## config.mk

```make
export PLATFORM = sky130hd
export DESIGN_NAME = uart_tx_framer
export DESIGN_NICKNAME = d
export VERILOG_FILES = /design/src/rtl/uart_tx_framer.sv
export SDC_FILE = /design/constraint.sdc
export NUM_CORES = 1
export LEC_CHECK = 0
export CAP_MARGIN = 20
export CORE_MARGIN = 3
export CORE_UTILIZATION = 54
export CTS_BUF_LIST = sky130_fd_sc_hd__clkbuf_4 sky130_fd_sc_hd__clkbuf_8
export DETAILED_ROUTE_END_ITERATION = 16
export PLACE_DENSITY = 0.85
export RECOVER_POWER = 50
export SYNTH_ARGS = -nofsm -noshare
export SYNTH_HDL_FRONTEND = slang
export SYNTH_SLANG_ARGS = --single-unit
```

## constraint.sdc

```tcl
create_clock -name CLK -period 2.5 [get_ports CLK]
set_input_delay 0.5 -clock CLK [delete_from_list [all_inputs] [get_ports CLK]]
set_output_delay 0.5 -clock CLK [all_outputs]
set_load 0.01 [all_outputs]
```

## src/rtl/uart_tx_framer.sv

```systemverilog
// UART transmit framer: start bit, LSB-first payload, optional even/odd parity, stop bit.
// Serial line and Busy are registered and decoded from the next state.
module uart_tx_framer #(
    parameter int DATA_WIDTH = 8
) (
    input  logic                  CLK,
    input  logic                  RST,
    input  logic [DATA_WIDTH-1:0] P_DATA,
    input  logic                  Data_Valid,
    input  logic                  PAR_EN,
    input  logic                  PAR_TYP,
    output logic                  TX_OUT,
    output logic                  Busy
);

    localparam int CNT_W = (DATA_WIDTH > 1) ? $clog2(DATA_WIDTH) : 1;
    localparam logic [CNT_W-1:0] LAST_BIT = CNT_W'(DATA_WIDTH - 1);

    typedef enum logic [2:0] {
        IDLE,
        START,
        DATA,
        PARITY,
        STOP
    } state_t;

    state_t                  state_q, state_d;
    logic [CNT_W-1:0]        cnt_q, cnt_d;
    logic [DATA_WIDTH-1:0]   data_q, data_d;
    logic                    par_en_q, par_en_d;
    logic                    par_typ_q, par_typ_d;
    logic                    tx_out_q, tx_out_d;
    logic                    busy_q, busy_d;
    logic                    accept;
    logic                    parity_bit;

    assign parity_bit = (^data_q) ^ par_typ_q;

    always_comb begin
        state_d   = state_q;
        cnt_d     = cnt_q;
        data_d    = data_q;
        par_en_d  = par_en_q;
        par_typ_d = par_typ_q;
        accept    = 1'b0;

        case (state_q)
            IDLE: begin
                if (Data_Valid) begin
                    accept = 1'b1;
                end
            end
            START: begin
                state_d = DATA;
                cnt_d   = '0;
            end
            DATA: begin
                if (cnt_q == LAST_BIT) begin
                    cnt_d   = '0;
                    state_d = par_en_q ? PARITY : STOP;
                end else begin
                    cnt_d = cnt_q + 1'b1;
                end
            end
            PARITY: begin
                state_d = STOP;
            end
            STOP: begin
                if (Data_Valid) begin
                    accept = 1'b1;
                end else begin
                    state_d = IDLE;
                end
            end
            default: begin
                state_d = IDLE;
                cnt_d   = '0;
            end
        endcase

        // A request in STOP chains straight into the next start bit
        if (accept) begin
            state_d   = START;
            cnt_d     = '0;
            data_d    = P_DATA;
            par_en_d  = PAR_EN;
            par_typ_d = PAR_TYP;
        end
    end

    always_comb begin
        tx_out_d = 1'b1;
        busy_d   = 1'b1;
        case (state_d)
            IDLE:    busy_d   = 1'b0;
            START:   tx_out_d = 1'b0;
            DATA:    tx_out_d = data_q[cnt_d];
            PARITY:  tx_out_d = parity_bit;
            STOP:    tx_out_d = 1'b1;
            default: busy_d   = 1'b0;
        endcase
    end

    always_ff @(posedge CLK) begin
        if (RST) begin
            state_q   <= IDLE;
            cnt_q     <= '0;
            data_q    <= '0;
            par_en_q  <= 1'b0;
            par_typ_q <= 1'b0;
            tx_out_q  <= 1'b1;
            busy_q    <= 1'b0;
        end else begin
            state_q   <= state_d;
            cnt_q     <= cnt_d;
            data_q    <= data_d;
            par_en_q  <= par_en_d;
            par_typ_q <= par_typ_d;
            tx_out_q  <= tx_out_d;
            busy_q    <= busy_d;
        end
    end

    assign TX_OUT = tx_out_q;
    assign Busy   = busy_q;

endmodule

```

==> results of run 1 <==
[flip-flops by register name, summed over array words and instances (netlist names)]
signal and count:
par_en_q 1, cnt_q 3, TX_OUT 1, data_q 8, state_q 3, Busy 1
par_typ_q 1
[cells by family after synthesis]
group,after synthesis,share of synthesized area [%]
AOI/OAI and AO/OA,24,16.3
xor gates and xnor gates,8,7.60
adders and majority gates,3,4.07
buffers and inverters,9,4.88
DFF,18,39.1
muxes,5,5.43
and+or+nand+nor,46,22.7
[worst max path at each step]
stage / depth (start not counted) / startpoint / slack [ns] / endpoint
3_3_place_gp: 7 / Data_Valid / 0.28 / TX_OUT$_SDFF_PP1_
5_1_grt: 7 / Data_Valid / 0.24 / TX_OUT$_SDFF_PP1_
6_report: 7 / Data_Valid / 0.40 / TX_OUT$_SDFF_PP1_
4_1_cts: 8 / cnt_q[0]$_SDFF_PP0_ / 0.48 / TX_OUT$_SDFF_PP1_
3_5_place_dp: 7 / Data_Valid / 0.18 / TX_OUT$_SDFF_PP1_
2_1_floorplan: 8 / cnt_q[0]$_SDFF_PP0_ / 0.70 / TX_OUT$_SDFF_PP1_
[cells in the final DEF, fill, tap and decap left out, types with 3 or more instances in the layout]
cell	synthesis	routed
ha_1	3	3
clkdlybuf4s50_1	0	12
xnor2_1	7	7
nor3_1	3	3
clkbuf_4	0	3
nor2_1	11	11
dfxtp_1	18	18
a21oi_1	15	15
nand2_1	21	21
mux2i_1	5	5
inv_1	3	3
[area by class of cell]
class / count / area [µm²]
Multi-Input combinational cell: 86 / 517
Fill cell: 128 / 484
Sequential cell: 18 / 360
Timing Repair Buffer: 15 / 144
Clock buffer: 3 / 22.5
Tap cell: 16 / 20.0
Inverter: 3 / 11.3
[power by group through the flow]
stage / Sequential, mW / Combinational (mW) / Clock (mW)
6_report: 0.323 / 0.128 / 0.146
5_1_grt: 0.326 / 0.144 / 0.159
4_1_cts: 0.322 / 0.131 / 0.150
3_5_place_dp: 0.329 / 0.131 / 0
3_3_place_gp: 0.328 / 0.128 / 0
2_1_floorplan: 0.323 / 0.0981 / 0
[metal layers]
| layer | track usage, % | share of wire [%] | up-vias |
|---|---|---|---|
| met2 | 29.7 | 49 | 19 |
| met1 | 19.2 | 44 | 342 |
| met5 | 0 | 0 | - |
| met3 | 5.75 | 6.0 | 4 |
| met4 | 11.0 | 1.2 | 0 |
| li1 | - | - | 404 |
[critical path: cells and delay by family]
family | cells | cell delay, ns
AOI/OAI and AO/OA | 4 | 1.05
buffers and inverters | 1 | 0.58
and+or+nand+nor | 2 | 0.20
[metrics by stage]
stage	instances	instance area (µm²)	worst slack [ns]
2_1_floorplan	113	922	0.704
3_3_place_gp	138	1060	0.278
3_5_place_dp	138	1060	0.178
4_1_cts	141	1080	0.484
5_1_grt	141	1070	0.242
6_report	141	1070	0.403
==> flow_summary.yaml, run 1 <==
clock_tree:
  post-cts-setup-buffer-count: 0
  cts_buffers: 3
  ctsHoldBuffers: 0
  clk_pin_slew_ns: 0.10
  cts_tree: "yes"
  ctsRootBufferMaster: "clkbuf_4"
  insertion_delay_ns: 0.30
  htreeDepth: 1
  clock_path_buffers: 2
  cts_resized: 0
  cts_sinks: 18
die:
  start_util_pct: 59.1
  fp.dieH_um: 47.3
  fp.dieArea_um2: 2240
  core_area_um2: 1560
  rows: 14
  dieWidth_um: 47.3
  io_pins: 15
route:
  drt_iter0_drc: 13
  drtAntennaViolNets: 0
  drt-total-wl_um: 1690
  vias: 769
  drc: 0
  vias_per_cell: 5.45
  dr.pass1.iters: 4
  avgRoutedWirePerCell_um: 12.0
power_and_ir_drop:
  p_leak_nw: 0.428
  netSwitchingFraction_pct: 27.9
  comb_power_share_pct: 21.5
  clockPowerShare_pct: 24.5
  p_sw_mw: 0.167
  pwr-share-seq_pct: 54.0
  irDropWorstVdd_mv: 0.385
  power_density_nw_per_um2: 556
  finalPower_mw: 0.597
  cell_internal_pwr_mw: 0.431
logic_synthesis:
  ys_seq_area_share_pct: 39.1
  ys_warn_count: 0
  synth_seq_cells: 18
  synth_edf_count: 0
  syn-num-nets: 129
  ys.flop_type: "dfxtp_1"
  netlist_top_cells_count: "nand2_1, dfxtp_1, a21oi_1"
  syn_avg_cell_area_um2: 8.16
  yosysMostFrequentCell: "nand2_1"
  ys_async_sr_fraction_pct: 0
  ys_types: 30
  yosysTopAreaCellShare_pct: 39.1
  synthCells: 113
  yosysTopAreaCell: "dfxtp_1"
  synth_area_um2: 922
  synthTopCellsByArea: "dfxtp_1, nand2_1, a21oi_1"
sta:
  finalCritPeriodShare_pct: 83.9
  fin_crit_ns: 2.10
  finalSetupViolations: 0
  slew_headroom_pct: 63.5
  worstMarginPinSlew_ns: 0.547
  max_freq_mhz: 477
  final_hold_viol_count: 0
  fin_skew_ns: 0.00754
  rsz0062_at_grt: "no"
  drv_slew: 0
  finalSetupTns_ns: 0
  whs_ns: 0.478
critical_path:
  reg2reg_depth: 8
  cp_max_fo: 5
  critPathCaptureType: "flip-flop"
  critPathArrivalTime_ns: 2.34
  start_kind: "input port"
  critPathKind: "input port to flip-flop"
  reg2reg_from: "cnt_q[0]$_SDFF_PP0_"
  regToRegSetupSlack_ns: 0.50
  cp_slowest_cell: "dlygate4sd3_1"
  slowest_delay_ns: 0.58
  cp.required_ns: 2.75
  crit_chain: "dlygate4sd3_1 -> nor3_1 -> a31o_2 -> a32oi_1 -> nor2b_1 -> a221oi_1 -> a31o_1"
  r2r-end: "TX_OUT$_SDFF_PP1_"
hold_path:
  hold_path_depth: 2
  hold_path_class: "flip-flop to flip-flop"
  min_from: "par_typ_q$_SDFFE_PP0P_"
  min_to: "par_typ_q$_SDFFE_PP0P_"
place:
  port_buffers: 14
  gp_congestion: 0.863
  hpwlAfterDp_um: 1280
grt:
  grt_start_max_net_pins: 13
  antenna_found_initial: 0
  grtUsageTotal_pct: 17.8
  first_global_vias: 667
  grt_pass1_wl_um: 2700
  grt_overflow: 0
outcome:
  status: "finished, final reports clean"
cells_and_area:
  utilization_pct: 68.9
  num-nets-final: 143
  area_growth_pct: 16.6
  diodes: 0
  drive_above_1_share_pct: 5.60
job:
  maxCapViolCount: 0
Power figures use the tool's default switching activity.
==> inputs of run 2 (changes only) <==
Settings changed: CORE_UTILIZATION 54 to 49, PLACE_DENSITY 0.85 to 0.81.
Clock period 2.5 ns to 1.9 ns, I/O delays scaled along.
==> run 2 against run 1 <==
Compared with the run above: largest cell class unchanged; sequential cell count unchanged; combinational power increased by 49%; cell count is 12% higher; die area rose by 8.9%; worst hold slack barely moved; register-to-register slack got worse by 0.38 ns.
==> flow_summary.yaml, run 2 (synthesized netlist as in run 1, its figures left out) <==
die:
  core_area_um2: 1750
  io_pins: 15
  start_util_pct: 52.8
  rows: 15
  fp.dieArea_um2: 2440
  dieWidth_um: 49.4
  fp.dieH_um: 49.4
hold_path:
  min_from: "par_typ_q$_SDFFE_PP0P_"
  hold_path_class: "flip-flop to flip-flop"
sta:
  whs_ns: 0.478
  finalCritPeriodShare_pct: 93.6
  worstMarginPinSlew_ns: 0.593
  drv_slew: 0
  fin_skew_ns: 0.000836
  finalSetupViolations: 0
  final_hold_viol_count: 0
  slew_headroom_pct: 60.5
  max_freq_mhz: 562
  rsz0062_at_grt: "no"
  fin_crit_ns: 1.78
  finalWorstSetupSlack_ns: 0.122
power_and_ir_drop:
  clockPowerShare_pct: 22.4
  cell_internal_pwr_mw: 0.578
  netSwitchingFraction_pct: 27.0
  irDropWorstVdd_mv: 0.440
  p_sw_mw: 0.213
  comb_power_share_pct: 24.2
  power_density_nw_per_um2: 658
  p_leak_nw: 0.469
  pwr-share-seq_pct: 53.4
cells_and_area:
  layout_commonest_cell: "nand2_1"
  mostFrequentLayoutCells: "nand2_1, dfxtp_1, a21oi_1"
  drive_above_1_share_pct: 16.5
  largest_register: "data_q"
  diodes: 0
  num-nets-final: 151
  top_regs: "data_q: 8 flops, cnt_q: 3 flops, state_q: 3 flops"
  area_growth_pct: 30.4
  seq_area_um2: 363
  multi_input_area_um2: 571
  largest_reg_flops: 8
  final_area_um2: 1200
  fillCellCount: 160
grt:
  grtUsageTotal_pct: 16.9
  first_global_vias: 809
  busiest_layer: "met2"
  grt_start_max_net_pins: 12
  antenna_found_initial: 0
  grt_use_met3_pct: 3.36
  grt_pass1_wl_um: 3240
  use_met1_pct: 17.4
  gr-usage-met2_pct: 31.3
  grt_overflow: 0
critical_path:
  cp.required_ns: 2.13
  critPathArrivalTime_ns: 2.01
  cpMostUsedCell: "nor2_1"
  start_kind: "flip-flop"
  crit_chain: "ha_4 -> ha_1 -> mux2i_1 -> nor2_1 -> a21oi_2 -> buf_4 -> nor2_1 -> a221oi_2 -> a31o_1"
  critPathCaptureType: "flip-flop"
  cp_slowest_cell: "dfxtp_2"
  critPathKind: "flip-flop to flip-flop"
  cp-startpoint: "cnt_q[1]$_SDFF_PP0_"
  cp_max_fo: 3
  reg2reg_from: "cnt_q[1]$_SDFF_PP0_"
  slowest_delay_ns: 0.35
place:
  post_dp_cell_area_um2: 1130
  place_ws_ns: -0.201
  port_buffers: 14
  hpwlAfterDp_um: 1450
  gp_congestion: 0.842
clock_tree:
  clk_pin_slew_ns: 0.09
  clock_path_buffers: 2
  cts_sinks: 18
  cts_tree: "yes"
  cts_buffers: 3
  htreeDepth: 1
  insertion_delay_ns: 0.28
  ctsRootBufferMaster: "clkbuf_4"
  post-cts-setup-buffer-count: 0
route:
  vias_per_cell: 5.23
  avgRoutedWirePerCell_um: 11.9
  vias: 826
  dr.pass1.iters: 4
  drtAntennaViolNets: 0
  drt-total-wl_um: 1890
  drc: 0
  drt_iter0_drc: 19
job:
  maxCapViolCount: 0
outcome:
  status: "finished, final reports clean"
## run 2: final timing paths
check / to / slack, ns / cells after the start
max: TX_OUT$_SDFF_PP1_ / 0.12 / 9
min: par_typ_q$_SDFFE_PP0P_ / 0.48 / 2
max reg2reg: TX_OUT$_SDFF_PP1_ / 0.12 / 9
min reg2reg: par_typ_q$_SDFFE_PP0P_ / 0.48 / 2
## run 2: worst max-delay path: cells and delay by family (launching register included)
| family | cells | cell delay, ns |
|---|---|---|
| DFF | 1 | 0.35 |
| buffers and inverters | 1 | 0.14 |
| and+or+nand+nor | 2 | 0.10 |
| adders and majority gates | 2 | 0.44 |
| AOI/OAI and AO/OA | 3 | 0.56 |
| muxes | 1 | 0.13 |
## run 2: layout make-up
type                    instances  share of cell area (%)
flip-flops and latches         18                    30.2
multi-input cells              86                    47.5
inverters                       3                   0.937
repair buffers                 23                    17.0
well taps                      25                    2.60
clock buffers                   3                    1.87
## run 2: through the flow
| stage | power (mW) | util, % | setup TNS [ns] | std cells |
|---|---|---|---|---|
| global route | 0.846 | 68.9 | 0 | 158 |
| detailed placement | 0.615 | 64.6 | -0.201 | 155 |
| floorplan | 0.555 | - | 0 | 113 |
| CTS | 0.797 | 66.7 | 0 | 158 |
| global placement | 0.609 | 64.6 | -0.111 | 155 |
| finish | 0.791 | 68.9 | 0 | 158 |
## run 2: power by group through the flow
stage / clock network (mW) / registers (mW) / logic (mW)
global placement: 0 / 0.430 / 0.179
floorplan: 0 / 0.426 / 0.129
global route: 0.206 / 0.427 / 0.213
finish: 0.177 / 0.422 / 0.191
CTS: 0.183 / 0.422 / 0.192
detailed placement: 0 / 0.431 / 0.184
## run 2: routing by layer
| metal | share of wire (%) | vias to the layer above | wire length [µm] |
|---|---|---|---|
| met5 | 0 | - | 0 |
| met4 | 1.4 | 0 | 27 |
| met3 | 4.0 | 4 | 75 |
| met2 | 53 | 17 | 1010 |
| met1 | 41 | 384 | 774 |
| li1 | - | 421 | - |
## run 2: what timing repair did
| item | in CTS | in global routing |
|---|---|---|
| pin swaps | 0 | 1 |
| endpoints found under the setup margin | 1 | 1 |
| resized for setup | 2 | 8 |
| gates cloned | 0 | 0 |
| hold buffers | 0 | 0 |
==> inputs of run 3 (changes only) <==
Settings changed: CTS_CLUSTER_SIZE set to 16.
==> results of run 3 <==
The final DEF is identical to that of run 2; final timing and power are the same.
==> RTL change 1: new RTL, settings of run 3 <==
Change the parameter `DATA_WIDTH` from 8 to 4.
--- a/src/rtl/uart_tx_framer.sv
+++ b/src/rtl/uart_tx_framer.sv
@@ -2,5 +2,5 @@
 // Serial line and Busy are registered and decoded from the next state.
 module uart_tx_framer #(
-    parameter int DATA_WIDTH = 8
+    parameter int DATA_WIDTH = 4
 ) (
     input  logic                  CLK,
Ports: changed (resized P_DATA); port bits go from 15 to 11. The function was not compared with the original's and may differ.
==> RTL change 1 against run 3 <==
  * Sequential cell count down 5
  * Area after synthesis shrank 29%
  * Die area fell by 26%
  * Routed wire length is 33% lower
  * Power shrank 23%
  * Critical path depth decreased by 4
  * Cell area is 31% lower
  * Worst setup slack worse by 13 ps
  * Synthesized cell count shrank 32%
  * Critical endpoint unchanged
  * Largest cell class unchanged
==> RTL change 1: results (changes against run 3) <==
STA
  • Hold slack: 471.8 ps (-5.937 ps)
  • Final worst setup slack: 108.2 ps (-13.43 ps)
  • Fin Clk Skew: 3.944 ps (+3.108 ps)
  • Worst-margin pin slew: 566.7 ps (-25.88 ps)

Synthesis
  • Cells after Synth: 77 (-32%)
  • Post-synth EDFFs: 0 (unchanged)
  • Synth cell count leaders: dfxtp_1 (13), nand2_1 (13), a21oi_1 (12)
  • Distinct cells, synth: 26 (-13%)
  • Synth top area cells: dfxtp_1 (40%), a21oi_1 (9.2%), nand2_1 (7.4%)

GRT
  • Pin count of the biggest net entering global routing: 13 (+1)
  • GRT Overall Usage: 16.15% (-0.74 points)
  • First-pass GRT wire length: 2263 µm (-30%)

Routing
  • Drt first-iter violations: 12 (-7)
  • Total wire length: 1256 µm (-33%)
  • Vias: 580 (-30%)

Finish
  • Registers with the most flip-flops: data_q (4), state_q (3), cnt_q (2)
  • Filler Cells Inserted: 104 (-35%)
  • Layout cells sized above 1: 12.77% (-3.8 points)
  • Antenna diodes: 0 (unchanged)

Place
  • Final GP Congestion: 0.7744 (-8.0%)
  • DP HPWL: 948.9 µm (-35%)
  • Inst Count DP: 104 (-33%)
  • Port bufs: 10 (-4)
  • Placed cell area: 805.8 µm² (-29%)
  • Dpl ws: -124.4 ps (+76.31 ps)

Pwr
  • NetSw: 0.1531 mW (-28%)
  • Worst VDD drop: 0.6532 mV (+49%)
  • P_leak: 0.3519 nW (-25%)

Setup path
  • Crit path max-delay cell type: or4_1
  • Crit path from: cnt_q[0]
  • Delay-heaviest family, CP: simple AND/OR/NAND/NOR gates
  • Max stage delay on crit path: 500 ps (+150 ps)
  • Arr. time, crit path: 1940 ps (-70 ps)
  • R2R depth: 5 (-4)

Outcome
  • Outcome: finished, final reports clean

Clocking
  • # resized after CTS: 0 (-2)
[RTL change 1: changes by cell type after synthesis, moves of 2 or more]
| cell | before | now |
|---|---|---|
| ha_1 | 3 | 1 |
| xnor2_1 | 7 | 2 |
| nand2_1 | 21 | 13 |
| nor2_1 | 11 | 4 |
| dfxtp_1 | 18 | 13 |
| inv_1 | 3 | 1 |
| mux2i_1 | 5 | 2 |
| nor2b_1 | 2 | 4 |
| a21oi_1 | 15 | 12 |
[RTL change 1: final timing paths]
path,to
worst max-delay path,TX_OUT
worst min-delay path,par_typ_q
worst max register to register,TX_OUT
worst min register to register,par_typ_q
[RTL change 1: cell type report]
| class | count | area, µm² | area share [%] |
|---|---|---|---|
| clock buffer | 4 | 30.03 | 3.609 |
| inverter | 1 | 3.754 | 0.4511 |
| multi-input combinational | 60 | 379.1 | 45.56 |
| sequential | 13 | 260.3 | 31.28 |
| tap | 14 | 17.52 | 2.105 |
| timing repair buffer | 16 | 141.4 | 16.99 |
[RTL change 1: tightest hold or removal path: stages, from the launching register on]
cell	delay, ps
dfxtp_1	320
nand2_1	50
a21oi_1	50
[RTL change 1: metal layers]
| layer | global-route usage (%) | routed length, µm | vias up |
|---|---|---|---|
| met3 | 2.575 | 45 | 2 |
| li1 | - | - | 300 |
| met5 | 0 | 0 | - |
| met4 | 7.453 | 21 | 0 |
| met1 | 21.24 | 600 | 270 |
| met2 | 25.53 | 590 | 8 |
[RTL change 1: cell families (layout without fill, tap and decap cells)]
logic type      count (synthesis)  in the layout  synth area share (%)
flops                          13             13                 39.69
xor+xnor                        3              3                 6.107
buf+inv                         4             21                 2.480
mux                             3              3                 5.343
simple gates                   35             35                 26.91
compound gates                 18             18                 17.56
fa+ha+maj                       1              1                 1.908
[RTL change 1: power groups by stage]
| stage | logic (mW) | registers, mW | clock network (mW) |
|---|---|---|---|
| floorplan | 0.0764 | 0.310 | 0 |
| global placement | 0.124 | 0.307 | 0 |
| detailed placement | 0.127 | 0.308 | 0 |
| CTS | 0.127 | 0.301 | 0.183 |
| global route | 0.138 | 0.304 | 0.203 |
| finish | 0.126 | 0.301 | 0.180 |
==> RTL change 2: new RTL, flow settings as in run 3 <==
Without the edit above. Re-encode `state_t` (5 states) as Gray code, 3 bits wide.
--- a/src/rtl/uart_tx_framer.sv
+++ b/src/rtl/uart_tx_framer.sv
@@ -18,9 +18,9 @@
 
     typedef enum logic [2:0] {
-        IDLE,
-        START,
-        DATA,
-        PARITY,
-        STOP
+        IDLE   = 3'b000,
+        START  = 3'b001,
+        DATA   = 3'b011,
+        PARITY = 3'b010,
+        STOP   = 3'b110
     } state_t;
 
Function: same outputs for any inputs over 10 cycles, from zero or initial values and one cycle with RST high; not proved beyond that.
==> RTL change 2 against run 3 <==
  * The run now ends with negative setup slack left
  * Synthesized cell count shrank 17%
  * Count of clock-buffer cells in the layout did not move
  * Routed wire length increased by 13%
  * Global-route usage up 1.3 points
  * Power is 18% higher
  * Via count down 4.5%
  * Combinational power grew 63%
  * Fmax down 10%
  * Area after synthesis rose by 1.9%
  * Cell area up 9.7%
  * Sequential cell count unchanged
  * Worst setup slack got worse by 210 ps
  * Sequential power is 4% higher
  * First-iteration DRC count down 42%
  * Critical endpoint unchanged
  * Largest power group unchanged
==> RTL change 2: results (changes against run 3) <==
Outcome
  • Outcome: complete, but fails checks
  • Failing checks: negative setup slack

GRT
  • Grt met3 use: 6.042% (+2.7 points)
  • First-pass GRT wire length: 3450 µm (+6.6%)
  • Grt met1 use: 19.21% (+1.8 points)
  • Pin count of the biggest net entering global routing: 16 (+4)
  • Vias in the first global route: 852 (+5.3%)

Setup path
  • R2r setup slk: -80 ps (-210 ps)
  • Arr. time, crit path: 2160 ps (+150 ps)
  • CP max FO: 4 (+1)
  • Max stage delay on crit path: 530 ps (+180 ps)
  • Delay-heaviest family, CP: simple AND/OR/NAND/NOR gates
  • R2R depth: 6 (-3)

Synthesis
  • Post-synthesis sequential area ratio: 38.35% (-0.73 points)
  • Cells after Synth: 94 (-17%)
  • Fraction of the mapped netlist area in adder cells: 3.995% (-0.076 points)
  • Synth top area cells: dfxtp_1 (38%), mux2i_1 (14%), nor2_1 (8.0%)
  • Post-Syn Nets: 110 (-15%)
  • Xor-xnor portion of the synthesized cell area: 8.921% (+1.3 points)
  • Mux share of post-synthesis cell area: 13.85% (+8.4 points)
  • Distinct cells, synth: 33 (+10%)

Place
  • DP HPWL: 1565 µm (+7.8%)
  • Inst Count DP: 146 (-5.8%)
  • Dpl ws: -573.4 ps (-372.7 ps)

Finish
  • Filler Cells Inserted: 147 (-8.1%)
  • Sequential cell count: 18 (unchanged)
  • Inverters: 2 (-1)
  • Multi-input gate area: 611.8 µm² (+7.2%)
  • Non-CTS buffers: 33 (+43%)
  • Sequential cell area share: 27.61% (-2.6 points)
  • Post-route cell area: 1319 µm² (+9.7%)
  • Layout cells sized above 1: 29.92% (+13 points)
  • Non-clock buffering overhead: 21.35% (+4.4 points)

Pwr
  • P_leak: 0.5555 nW (+18%)
  • Combinational power share: 33.4% (+9.2 points)
  • Seq group: 0.438 mW (+4%)

Routing
  • Vias: 789 (-4.5%)
  • Vias per cell: 5.191 (-0.71%)
  • WL per Instance: 14.03 µm (+18%)
  • Met3 wire len: 82 µm (+9.3%)
  • Routed wl met2: 1150 µm (+14%)

STA
  • Hold slack: 532.8 ps (+55.13 ps)
  • Final worst setup slack: -84.80 ps (-206.4 ps)
  • Fin Clk Skew: 9.834 ps (+8.998 ps)
  • Final setup viols: 1 (+1)
  • Setup_tns: -84.80 ps (-84.80 ps)
  • Max-slew headroom: 69.14% (+8.7 points)
RTL change 2: changes by cell type after synthesis, sizes merged, moves of 4 or more:
cell          run 3  this run
nor3              4         0
nand2            21         1
mux2i             5        13
a21oi            16         1
nor2             11        20
RTL change 2: worst max path at each step:
stage	from	endpoint	slack (ps)	cells after the start
after floorplan	state_q[1]	TX_OUT	-30	7
after global placement	Data_Valid	TX_OUT	-450	7
after detailed placement	Data_Valid	TX_OUT	-570	7
after CTS	cnt_q[1]	TX_OUT	-160	9
after global routing	state_q[1]	TX_OUT	-140	6
final	state_q[1]	TX_OUT	-80	6
RTL change 2: cells by family after synthesis:
logic type                 Yosys count
and+or+nand+nor                     33
DFF                                 18
AOI/OAI and AO/OA                   14
muxes                               13
xor gates and xnor gates             8
buffers and inverters                5
adders and majority gates            3
RTL change 2: repair_timing:
action,in CTS,in global routing
resized for setup,2,8
hold buffers,0,0
buffers inserted,1,2
pin swaps,2,8
setup endpoints to repair,1,1
